--- src/rtl/dot_matrix_pkg.sv ---
// Shared types for the 8x8 dot-matrix scanner.
//   ROWS / COLS  : matrix geometry
//   row_idx_t    : index of one display row
//   row_data_t   : pixel bits of one row, bit n = column n, 1 = lit
//   row_onehot() : one-hot active-high row drive for a given row index
package dot_matrix_pkg;

  localparam int unsigned ROWS = 8;
  localparam int unsigned COLS = 8;

  typedef logic [$clog2(ROWS)-1:0] row_idx_t;
  typedef logic [COLS-1:0]         row_data_t;

  function automatic logic [ROWS-1:0] row_onehot(input row_idx_t r);
    logic [ROWS-1:0] sel;
    sel    = '0;
    sel[r] = 1'b1;
    return sel;
  endfunction

endpackage

--- src/rtl/dot_matrix_row_timer.sv ---
// Row scan timing: clock divider, row counter and frame-wrap detection.
//   clk, rst    : clock, synchronous active-high reset
//   tick        : divider terminal count; the row advances on this cycle's edge
//   row_next    : row that becomes active after the tick
//   wrap        : tick while on the last row (frame boundary)
//   frame_start : registered wrap, high in the cycle row 0 becomes selected
module dot_matrix_row_timer
  import dot_matrix_pkg::*;
#(
  parameter int unsigned SCAN_DIV = 1000
) (
  input  logic     clk,
  input  logic     rst,
  output logic     tick,
  output row_idx_t row_next,
  output logic     wrap,
  output logic     frame_start
);

  localparam int unsigned DivW = (SCAN_DIV > 1) ? $clog2(SCAN_DIV) : 1;

  logic [DivW-1:0] div_q, div_d;
  row_idx_t        row_q;

  always_comb begin
    tick     = (div_q == DivW'(SCAN_DIV - 1));
    div_d    = tick ? '0 : div_q + DivW'(1);
    row_next = row_q + row_idx_t'(1);  // natural wrap 7 -> 0
    wrap     = tick && (row_q == row_idx_t'(ROWS - 1));
  end

  always_ff @(posedge clk) begin
    if (rst) begin
      div_q       <= '0;
      row_q       <= '0;
      frame_start <= 1'b0;
    end else begin
      div_q       <= div_d;
      if (tick) row_q <= row_next;
      frame_start <= wrap;
    end
  end

endmodule

--- src/rtl/dot_matrix_scan.sv ---
// Double-buffered 8x8 dot-matrix scanner with flash.
//   clk, rst      : clock, synchronous active-high reset
//   wr_en/wr_row/wr_data : write one row of the back buffer
//   clear         : zero the whole back buffer (wins over wr_en)
//   commit        : request back-to-front copy at the next frame wrap
//   wr_ready      : writes/clear/commit accepted only while high
//   flash         : blink all pixels lit, gated by the blink phase
//   row_sel       : one-hot active-high row drive (registered)
//   col_data      : column drive for the selected row (registered)
//   frame_start   : one-cycle pulse when row 0 becomes selected
module dot_matrix_scan
  import dot_matrix_pkg::*;
#(
  parameter int unsigned SCAN_DIV     = 1000,
  parameter int unsigned BLINK_FRAMES = 16
) (
  input  logic            clk,
  input  logic            rst,
  input  logic            wr_en,
  input  row_idx_t        wr_row,
  input  row_data_t       wr_data,
  input  logic            clear,
  input  logic            commit,
  output logic            wr_ready,
  input  logic            flash,
  output logic [ROWS-1:0] row_sel,
  output row_data_t       col_data,
  output logic            frame_start
);

  localparam int unsigned BlinkW = $clog2(BLINK_FRAMES + 1);

  row_data_t         back_q  [ROWS];
  row_data_t         back_d  [ROWS];
  row_data_t         front_q [ROWS];
  row_data_t         front_d [ROWS];
  logic              pending_q, pending_d;
  logic [BlinkW-1:0] blink_cnt_q, blink_cnt_d;
  logic              blink_phase_q, blink_phase_d;
  logic              tick, wrap, swap, flash_on;
  row_idx_t          row_next;
  row_data_t         next_row_data;

  dot_matrix_row_timer #(
    .SCAN_DIV (SCAN_DIV)
  ) u_row_timer (
    .clk         (clk),
    .rst         (rst),
    .tick        (tick),
    .row_next    (row_next),
    .wrap        (wrap),
    .frame_start (frame_start)
  );

  assign wr_ready = ~pending_q;
  assign swap     = wrap & pending_q;

  always_comb begin
    back_d = back_q;
    if (wr_ready) begin
      if (clear)      back_d = '{default: '0};
      else if (wr_en) back_d[wr_row] = wr_data;
    end

    // Back is frozen while a swap is pending, so the copy sees every accepted write.
    front_d = front_q;
    if (swap) front_d = back_q;

    // A commit accepted on the wrap cycle itself waits for the following wrap.
    pending_d = pending_q;
    if (swap)                     pending_d = 1'b0;
    else if (wr_ready && commit)  pending_d = 1'b1;

    blink_cnt_d   = blink_cnt_q;
    blink_phase_d = blink_phase_q;
    if (wrap) begin
      if (blink_cnt_q == BlinkW'(BLINK_FRAMES - 1)) begin
        blink_cnt_d   = '0;
        blink_phase_d = ~blink_phase_q;
      end else begin
        blink_cnt_d = blink_cnt_q + BlinkW'(1);
      end
    end

    // Use next-state phase/front so row 0 of a new frame already reflects the wrap.
    flash_on      = flash & blink_phase_d;
    next_row_data = swap ? back_q[row_next] : front_q[row_next];
  end

  always_ff @(posedge clk) begin
    if (rst) begin
      back_q        <= '{default: '0};
      front_q       <= '{default: '0};
      pending_q     <= 1'b0;
      blink_cnt_q   <= '0;
      blink_phase_q <= 1'b0;
      row_sel       <= row_onehot(row_idx_t'(0));
      col_data      <= '0;
    end else begin
      back_q        <= back_d;
      front_q       <= front_d;
      pending_q     <= pending_d;
      blink_cnt_q   <= blink_cnt_d;
      blink_phase_q <= blink_phase_d;
      if (tick) begin
        row_sel  <= row_onehot(row_next);
        col_data <= next_row_data | {COLS{flash_on}};
      end
    end
  end

endmodule

--- config.mk ---
export PLATFORM = sky130hd
export DESIGN_NAME = dot_matrix_scan
export DESIGN_NICKNAME = d
export VERILOG_FILES = /design/src/rtl/dot_matrix_pkg.sv /design/src/rtl/dot_matrix_row_timer.sv /design/src/rtl/dot_matrix_scan.sv
export SDC_FILE = /design/constraint.sdc
export NUM_CORES = 1
export LEC_CHECK = 0
export BUFFER_PORTS_ARGS = -buffer_cell sky130_fd_sc_hd__buf_2
export CORE_UTILIZATION = 40
export CTS_BUF_LIST = sky130_fd_sc_hd__clkbuf_16
export CTS_CLUSTER_SIZE = 28
export DETAILED_ROUTE_END_ITERATION = 8
export PLACE_DENSITY_LB_ADDON = 0.08
export SLEW_MARGIN = 15
export SYNTH_ARGS = -nofsm -noshare
export SYNTH_HDL_FRONTEND = slang
export SYNTH_SLANG_ARGS = --single-unit
--- constraint.sdc ---
create_clock -name clk -period 2.7 [get_ports clk]
set_clock_uncertainty 0.2 [all_clocks]
set_input_delay 0 -clock clk [delete_from_list [all_inputs] [get_ports clk]]
set_output_delay 0 -clock clk [all_outputs]
set_load 0.01 [all_outputs]
; ---- Word-level counts from Yosys, hierarchy flattened
; Cells that the tools add are included.
[totals]
register_bits = 165
in_bits = 17
out_inout_bits = 18
elab_cells = 67
[op_classes]
addsub = 3
n_lt_le_gt_ge = 5
eq_ne = 3
mux = 17
n_bitwise = 7
n_reduce_logical = 8
[op_table]
columns = operator, count
row1 = two-way mux 64 bit, 2
row2 = bitwise mux 64 bit, 1
row3 = binary-select mux 8 bit (select 3 bit), 2
row4 = two-way mux 8 bit, 6
row5 = demux 8 bit (select 3 bit), 1
row6 = "adder 10 x 1 -> 10 bit, second input constant", 1
row7 = "equality test 10 bit, second input constant", 1
row8 = "greater-or-equal comparator 4 bit, second input constant", 2
row9 = NOT 3 -> 4 bit, 2
row10 = bitwise OR 8 bit, 1
row11 = "adder 5 x 1 -> 5 bit, second input constant", 1
row12 = "equality test 5 x 4 -> 1 bit, second input constant", 1
row13 = two-way mux 5 bit, 1
row14 = logical AND 1 bit, 4
row15 = "< comparator 3 x 4 -> 1 bit, second input constant", 1
row16 = "< comparator 4 x 1 -> 1 bit, second input constant", 1
row17 = OR reduction 2 bit, 2
row18 = "adder 3 x 1 -> 3 bit, second input constant", 1
row19 = demux 1 bit (select 3 bit), 1
row20 = "equality test 3 bit, second input constant", 1
row21 = "greater-or-equal comparator 3 x 1 -> 1 bit, second input constant", 1
row22 = two-way mux 1 bit, 3
row23 = bitwise AND 1 bit, 2
row24 = NOT 1 bit, 2
row25 = 2 further kinds, 2

; ---- Longest topological paths before layout
; Gate-level depths: netlist of run 1.
[depth]
depth_word = 8
ltp_mapped = 9
depth_no_buf = 7

; ---- Hierarchy
; From an unflattened synthesis of run 1, not the netlist that was laid out.
[hier_totals]
cells_unflattened = 832
area_unflattened_um2 = 7149.4
[modules_own_cells]
columns = module, n_inst, cells_per_inst, area_each_um2
row1 = dot_matrix_scan, 1, 768, 6540.0
row2 = dot_matrix_row_timer, 1, 64, 609.3

; ---- Least setup slack after synthesis of run 1
; OpenSTA, ideal clock, no wires.
[synth_path]
path_type = register to register
start = register u_row_timer.row_q[0]
end = register col_data[2]
setup_time_ns = 0.143
arrival_ns = 1.689
t_required_ns = 2.357
setup_slack_ns = 0.668
stages_incl_launch_ff = 8
path_buffers = 2
path_cell_list = dfxtp_1 ha_1 ha_1 clkbuf_1 buf_2 mux2_2 o21ai_1 a211oi_1
[synth_via]
elab_chain_len = 7
word_cells_on_any_way = 15
classes_between = add/sub (1) / eq/ne (1) / mux (8) / bitwise (4) / reduce/logical (1)
[synth_lines]
columns = element, line_no
row1 = start: declaration, dot_matrix_row_timer.sv:23  ; row_idx_t row_q;
row2 = start signal: assignment, dot_matrix_row_timer.sv:39  ; if (tick) row_q <= row_next;
row3 = adder 3 x 1 -> 3 bit (*), dot_matrix_row_timer.sv:28  ; row_next = row_q + row_idx_t'(1);
row4 = net row_next[2], dot_matrix_scan.sv:41  ; row_idx_t row_next;
row5 = NOT 3 -> 4 bit (implied by the code) (*), dot_matrix_scan.sv:87  ; next_row_data = swap ? back_q[row_next] : front_q[row_next];
row6 = binary-select mux 8 bit (select 3 bit), dot_matrix_scan.sv:87
row7 = two-way mux 8 bit (implied by the code) (2 in series), dot_matrix_scan.sv:87
row8 = two-way mux 8 bit (*), dot_matrix_scan.sv:87
row9 = bitwise OR 8 bit (*), dot_matrix_scan.sv:107  ; col_data <= next_row_data | {COLS{flash_on}};
row10 = end signal: assignment, dot_matrix_scan.sv:107
row11 = end: declaration, dot_matrix_scan.sv:27  ; output row_data_t col_data,
; The timed path passes the listed nets; every way through them passes the cells marked *. The select of a mux whose other input is x is not followed.
; A chain may end at the register's enable or synchronous reset.

; ---- Final worst setup path of run 1
[layout_path]
start = register u_row_timer.div_q[0]
end = register pending_q
[layout_via]
elab_chain_len = 4
[layout_lines]
columns = element, line_no
row1 = start: declaration, dot_matrix_row_timer.sv:22  ; logic [DivW-1:0] div_q, div_d;
row2 = start signal: assignment, dot_matrix_row_timer.sv:38  ; div_q <= div_d;
row3 = equality test 10 bit, dot_matrix_row_timer.sv:26  ; tick = (div_q == DivW'(SCAN_DIV - 1));
row4 = logical AND 1 bit, dot_matrix_row_timer.sv:29  ; wrap = tick && (row_q == row_idx_t'(ROWS - 1));
row5 = bitwise AND 1 bit, dot_matrix_scan.sv:56  ; assign swap = wrap & pending_q;
row6 = OR reduction 2 bit (no source line), --
row7 = end signal: assignment, dot_matrix_scan.sv:102  ; pending_q <= pending_d;
row8 = end: declaration, dot_matrix_scan.sv:37  ; logic pending_q, pending_d;
; No other way between the ends.

==> results of run 1 <==
==> registers in the layout, indices dropped and copies added, names as in the netlist, 3 cells and up <==
signal,cells
col_data,8
back_q,64
blink_cnt_q,5
row_sel,8
u_row_timer.div_q,10
u_row_timer.row_q,3
front_q,64
==> cell type report <==
class / instances / area (um2) / share of cell area
clock inverters: 15 / 190.2 / 0.02326
clock buffers: 17 / 425.4 / 0.05202
well taps: 225 / 281.5 / 0.03442
multi-input cells: 543 / 3445 / 0.4212
inverters: 3 / 11.26 / 0.001377
flip-flops and latches: 165 / 3304 / 0.4041
repair buffers: 66 / 520.5 / 0.06365
==> logic make-up after synthesis <==
| kind of cell | after synthesis |
|---|---|
| and+or+nand+nor | 305 |
| AOI/OAI and AO/OA | 177 |
| DFF | 165 |
| buffers and inverters | 65 |
| muxes | 48 |
| xor gates and xnor gates | 9 |
| adders and majority gates | 4 |
==> worst paths after layout <==
| check | depth (start not counted) | endpoint | slack [ns] | start |
|---|---|---|---|---|
| worst max-delay path | 7 | pending_q | 0.15 | u_row_timer.div_q[0] |
| worst min-delay path | 5 | back_q[60] | 0.04 | wr_row[2] |
| worst max register to register | 7 | pending_q | 0.15 | u_row_timer.div_q[0] |
| worst min register to register | 2 | front_q[32] | 0.25 | front_q[32] |
==> stage by stage <==
stage	cell area (um2)	instances	setup slack [ns]
after floorplan	7079	773	0.6681
after global placement	7398	987	0.3263
after detailed placement	7403	987	0.3713
after CTS	8169	1034	0.05774
after global routing	8178	1034	0.004024
final	8178	1034	0.1463
==> power by group through the flow <==
stage          clock network, uW  registers (uW)  logic (uW)
2_1_floorplan                  0            2510         122
3_3_place_gp                   0            2520         192
3_5_place_dp                   0            2520         195
4_1_cts                     2580            2460         212
5_1_grt                     2690            2460         232
6_report                    2520            2460         214
==> timing repair <==
action | 4_1_cts | 5_1_grt
setup buffers | 0 | 0
endpoints found under the hold margin | 97 | 0
resized for setup | 0 | 2
hold buffers | 15 | 0
endpoints found under the setup margin | 0 | 1
==> layer usage <==
| layer | part of all wire | up-vias | wire length, um | track usage |
|---|---|---|---|---|
| met1 | 0.47 | 2720 | 8578 | 0.2909 |
| li1 | - | 2752 | - | - |
| met2 | 0.47 | 132 | 8546 | 0.3368 |
| met4 | 0.011 | 0 | 208 | 0.05431 |
| met5 | 0 | - | 0 | 0 |
| met3 | 0.054 | 16 | 988 | 0.05931 |
==> cell usage in the layout (no fill, tap or decap), types with 4 or more instances in the layout <==
| cell type | netlist | routed |
|---|---|---|
| clkbuf_16 | 0 | 17 |
| a211oi_1 | 8 | 8 |
| nor2b_1 | 9 | 9 |
| inv_1 | 3 | 5 |
| buf_4 | 1 | 13 |
| bufinv_16 | 0 | 4 |
| xnor2_1 | 5 | 5 |
| nor3_1 | 6 | 5 |
| mux2i_1 | 8 | 8 |
| dfxtp_1 | 165 | 164 |
| a22oi_1 | 64 | 64 |
| xor2_1 | 4 | 4 |
| a21oi_2 | 10 | 10 |
| dlygate4sd3_1 | 0 | 15 |
| mux2_2 | 8 | 8 |
| mux4_2 | 32 | 32 |
| ha_1 | 4 | 4 |
| nand4_1 | 4 | 4 |
| o21ai_1 | 17 | 17 |
| nand2_1 | 154 | 154 |
| buf_2 | 14 | 33 |
| a21oi_1 | 68 | 68 |
| buf_12 | 1 | 4 |
| nand3_1 | 9 | 9 |
| nor2_1 | 99 | 99 |
==> critical path, cell delays in order (launching register included) <==
cell           delay [ns]
dfxtp_1              0.36
ha_1                 0.20
and4bb_2             0.28
and3_2               0.29
and2_4               0.19
buf_16               0.25
nor3_1               0.08
dlygate4sd3_1        0.57
==> results.sh, run 1 <==
export IMPL_power_density_mw_per_mm2=635.2
export IMPL_grt_pass1_vias=5483
export IMPL_fin_nets=817
export IMPL_synthTopCellsByArea="dfxtp_1 47%, mux4_2 10%, nand2_1 8.2%"
export IMPL_cts_tree="built"
export IMPL_synth_commonest_cells="165 x dfxtp_1, 154 x nand2_1, 99 x nor2_1"
export IMPL_synth_compound_area_share=0.1594
export IMPL_critPathArrivalTime_ns=2.66
export IMPL_synth_top_area_cell="dfxtp_1"
export IMPL_cellLeakagePower_uw=0.002817
export IMPL_area_growth_pct=15.52
export IMPL_ys_seq_area_frac=0.4666
export IMPL_period_share=0.9458
export IMPL_cts_buffers=17
export IMPL_combPwrFrac=0.041
export IMPL_relSlewSlack=0.2842
export IMPL_power_uw=5194
export IMPL_synth_fa_ha_area_frac=0.007070
export IMPL_design_die_area_mm2=0.01823
export IMPL_portBuffers=34
export IMPL_fill_cells=1677
export IMPL_syn_area_mm2=0.007079
export IMPL_antenna_found_initial=0
export IMPL_critPathKind="register to register"
export IMPL_finalSetupTns_ns=0
export IMPL_insertion_delay_ns=0.42
export IMPL_die_h_um=135.0
export IMPL_synthMuxAreaShare=0.1258
export IMPL_ios=35
export IMPL_cp_max_fo=65
export IMPL_clock_sinks=165
export IMPL_syn_inst=773
export IMPL_finalHoldViolations=0
export IMPL_cts_buffer_depth=2
export IMPL_drt_iter0_markers=354
export IMPL_ys_types=47
export IMPL_track_usage=0.2147
export IMPL_setup_viol=0
export IMPL_status="complete, no violations"
export IMPL_synth_xor_area_share=0.01113
export IMPL_p_sw_uw=1144
export IMPL_synth_top_family_by_area="simple AND/OR/NAND/NOR gates"
export IMPL_seqPwrFrac=0.474
export IMPL_end_kind="register"
export IMPL_worstMarginPinSlew_ns=1.067
export IMPL_fin_util=0.4728
export IMPL_p_int_uw=4050
export IMPL_grt_max_degree=81
export IMPL_slew_violations=0
export IMPL_syn_nets=794
export IMPL_avgRoutedWirePerCell_um=17.72
export IMPL_synth_edf_count=0
export IMPL_period_needed_ns=2.554
export IMPL_switching_share=0.2203
export IMPL_clk_pin_slew_worst_paths_ns=0.06
export IMPL_floorplan_initialDensity=0.4093
export IMPL_drc_errors=0
export IMPL_irDropWorstVdd_mv=0.4776
export IMPL_drive_gt1_frac=0.1718
export IMPL_hpwl_mm=11.78
export IMPL_routed_wl_mm=18.32
export IMPL_grt_setup_unrepaired="false"
export IMPL_synth_main_ff_cell="dfxtp_1"
export IMPL_grt_overflow_total=0
export IMPL_synth_top_area_share=0.4666
export IMPL_fmax_mhz=391.6
export IMPL_detail_route_first_pass_iterations=5
export IMPL_rows=48
export IMPL_ant_nets=0
export IMPL_min_path_type="input port to register"
export IMPL_vias_per_cell=5.435
export IMPL_synth_seq_cells=165
export IMPL_yosysWarningCount=0
export IMPL_cts_root_buffer="clkbuf_16"
export IMPL_p_clk_frac=0.484
export IMPL_grt_pass1_wl_mm=29.56
export IMPL_gp_congestion=0.8365
export IMPL_postSynthAreaPerCell_um2=9.158
export IMPL_synth_simple_gate_area_frac=0.1822
export IMPL_die_x_um=135.0
export IMPL_yosysMostFrequentCell="dfxtp_1"
export IMPL_route_vias_total=5620
export IMPL_hold_ws_ns=0.03860
export IMPL_antenna_cells=0
export IMPL_htreeDepth=4
export IMPL_core_area_mm2=0.01730
export IMPL_critPathLaunchType="register"
export IMPL_cap_violations=0
export IMPL_synth_async_reset_ratio=0
export IMPL_worstPathRequired_ns=2.80
No activity file was read; power rests on OpenSTA's default activity.
==> run 2, diff against run 1 <==
- BUFFER_PORTS_ARGS: -buffer_cell sky130_fd_sc_hd__buf_2 -> not set
- DONT_BUFFER_PORTS: not set -> 1
==> run 2 against run 1 <==
Maximum frequency down 1.9%. Non-clock buffer count up 71. Via count up 8.1%. Worst setup slack worse by 0.051 ns. Utilization up 5.2 points. Critical path depth up 2. Worst hold slack worse by 0.017 ns. First-iteration DRC count up 27%.
==> results.sh, run 2 (synthesis gave the netlist of run 1 again) <==
export IMPL_status="complete, no violations"
export IMPL_drt_iter0_markers=450
export IMPL_ant_nets=0
export IMPL_cp_top_family="buffers and inverters"
export IMPL_most_common_layout_cells="164 x dfxtp_1, 154 x nand2_1, 111 x dlygate4sd3_1, 99 x nor2_1, 68 x a21oi_1"
export IMPL_ios=35
export IMPL_cts_root_buffer="clkbuf_16"
export IMPL_fmax_mhz=384.0
export IMPL_irDropWorstVdd_mv=0.6170
export IMPL_setup_slack_ns=0.09554
export IMPL_cpMostUsedCell="ha_1"
export IMPL_period_needed_ns=2.604
export IMPL_instances_no_fill=1105
export IMPL_cellLeakagePower_uw=0.003379
export IMPL_critPathArrivalTime_ns=2.72
export IMPL_area_growth_pct=28.33
export IMPL_drc_errors=0
export IMPL_routed_wl_mm=20.59
export IMPL_fill_cells=1598
export IMPL_cts_buffers=17
export IMPL_finalHoldViolations=0
export IMPL_cts_tree="built"
export IMPL_clk_pin_slew_worst_paths_ns=0.06
export IMPL_hpwl_mm=11.59
export IMPL_cpPeakStageDelay_ns=0.59
export IMPL_vias_per_cell=5.498
export IMPL_drive_gt1_frac=0.1286
export IMPL_regArea_mm2=0.003304
export IMPL_power_density_mw_per_mm2=589.8
export IMPL_critPathLaunchType="register"
export IMPL_layout_commonest_cell="dfxtp_1"
export IMPL_grt_max_degree=130
export IMPL_grt_overflow_total=0
export IMPL_worstMarginPinSlew_ns=1.130
export IMPL_rows=48
export IMPL_core_area_mm2=0.01730
export IMPL_insertion_delay_ns=0.43
export IMPL_crit_slowest_cell="dlygate4sd3_1"
export IMPL_gp_congestion=0.7784
export IMPL_worstPathRequired_ns=2.81
export IMPL_critPathKind="register to register"
export IMPL_multi_input_area_mm2=0.003453
export IMPL_power_uw=5359
export IMPL_route_vias_total=6075
export IMPL_hold_ws_ns=0.02178
export IMPL_cp_max_fo=40
export IMPL_avgRoutedWirePerCell_um=18.63
export IMPL_grt_pass1_wl_mm=32.24
export IMPL_period_share=0.9646
export IMPL_cap_violations=0
export IMPL_place_worst_setup_slack_ns=0.1811
export IMPL_clock_sinks=165
export IMPL_post_place_cells=956
export IMPL_die_h_um=135.0
export IMPL_fin_nets=889
export IMPL_floorplan_initialDensity=0.4093
export IMPL_portBuffers=0
export IMPL_design_die_area_mm2=0.01823
export IMPL_track_usage=0.2329
export IMPL_end_kind="register"
export IMPL_crit_buf_inv=3
export IMPL_htreeDepth=4
export IMPL_setup_viol=0
export IMPL_cts_buffer_depth=2
export IMPL_die_x_um=135.0
export IMPL_min_path_type="input port to register"
export IMPL_largest_registers="back_q: 64 flops, front_q: 64 flops, u_row_timer.div_q: 10 flops"
export IMPL_slew_violations=0
export IMPL_relSlewSlack=0.2413
export IMPL_crit_chain="ha_1 -> ha_1 -> buf_4 -> and2_1 -> nand4_1 -> clkbuf_16 -> nand2_1 -> a21oi_1 -> dlygate4sd3_1"
export IMPL_detail_route_first_pass_iterations=5
export IMPL_grt_pass1_vias=6118
export IMPL_antenna_found_initial=1
## run 2: changes by cell type in the layout (fill, tap and decap cells not counted), sizes merged
cell,before,now
dlygate4sd3,15,111
buf,51,25
bufinv,4,6
clkinvlp,3,1
and2,4,5
clkbuf,17,18
clkinv,6,5
diode,0,1
inv,5,4
## run 2: cell type report
cell class                 count  share of cell area
multi-input combinational    544              0.3801
sequential                   165              0.3637
timing repair buffer         137              0.1533
clock buffer                  17             0.04683
tap                          225             0.03099
clock inverter                13             0.02355
inverter                       3            0.001239
antenna                        1           0.0002754
## run 2: what timing repair did
| action | CTS | global route |
|---|---|---|
| resized for setup | 0 | 5 |
| buffers inserted | 0 | 3 |
| endpoints found under the hold margin | 165 | 0 |
| setup endpoints to repair | 0 | 20 |
| hold buffers | 113 | 0 |
## run 2: metal layers
layer  GRT usage  share of wire
met1      0.3070           0.44
met2      0.3740           0.47
met3     0.05143          0.069
met4     0.08427          0.015
met5           0              0
## run 2: metrics by stage
| step | cell area (um2) | util | TNS (ns) |
|---|---|---|---|
| after floorplan | 7079 | - | 0 |
| after global placement | 7223 | 0.4176 | 0 |
| after detailed placement | 7223 | 0.4176 | 0 |
| after CTS | 9021 | 0.5216 | 0 |
| after global routing | 9082 | 0.5251 | -0.01860 |
| final | 9085 | 0.5252 | 0 |
## run 2: report_power, final
part | total, uW | internal, uW | switching [uW]
registers | 2460 | 2450 | 15.0
clock network | 2670 | 1710 | 967
logic | 219 | 69.2 | 150
## run 2: path summary, 6_finish.rpt
kind / startpoint / endpoint / slack, ns / depth (start not counted)
max: u_row_timer.row_q[1] / front_q[40] / 0.1 / 9
max reg2reg: u_row_timer.row_q[1] / front_q[40] / 0.1 / 9
min: rst / back_q[22] / 0.02 / 3
min reg2reg: front_q[60] / front_q[60] / 0.25 / 2
## run 2: worst reg2reg max path: stages (launching register included)
cell and delay [ns]:
dfxtp_1 0.33, ha_1 0.16, ha_1 0.19, buf_4 0.14, and2_1 0.23, nand4_1 0.19
clkbuf_16 0.27, nand2_1 0.13, a21oi_1 0.06, dlygate4sd3_1 0.59
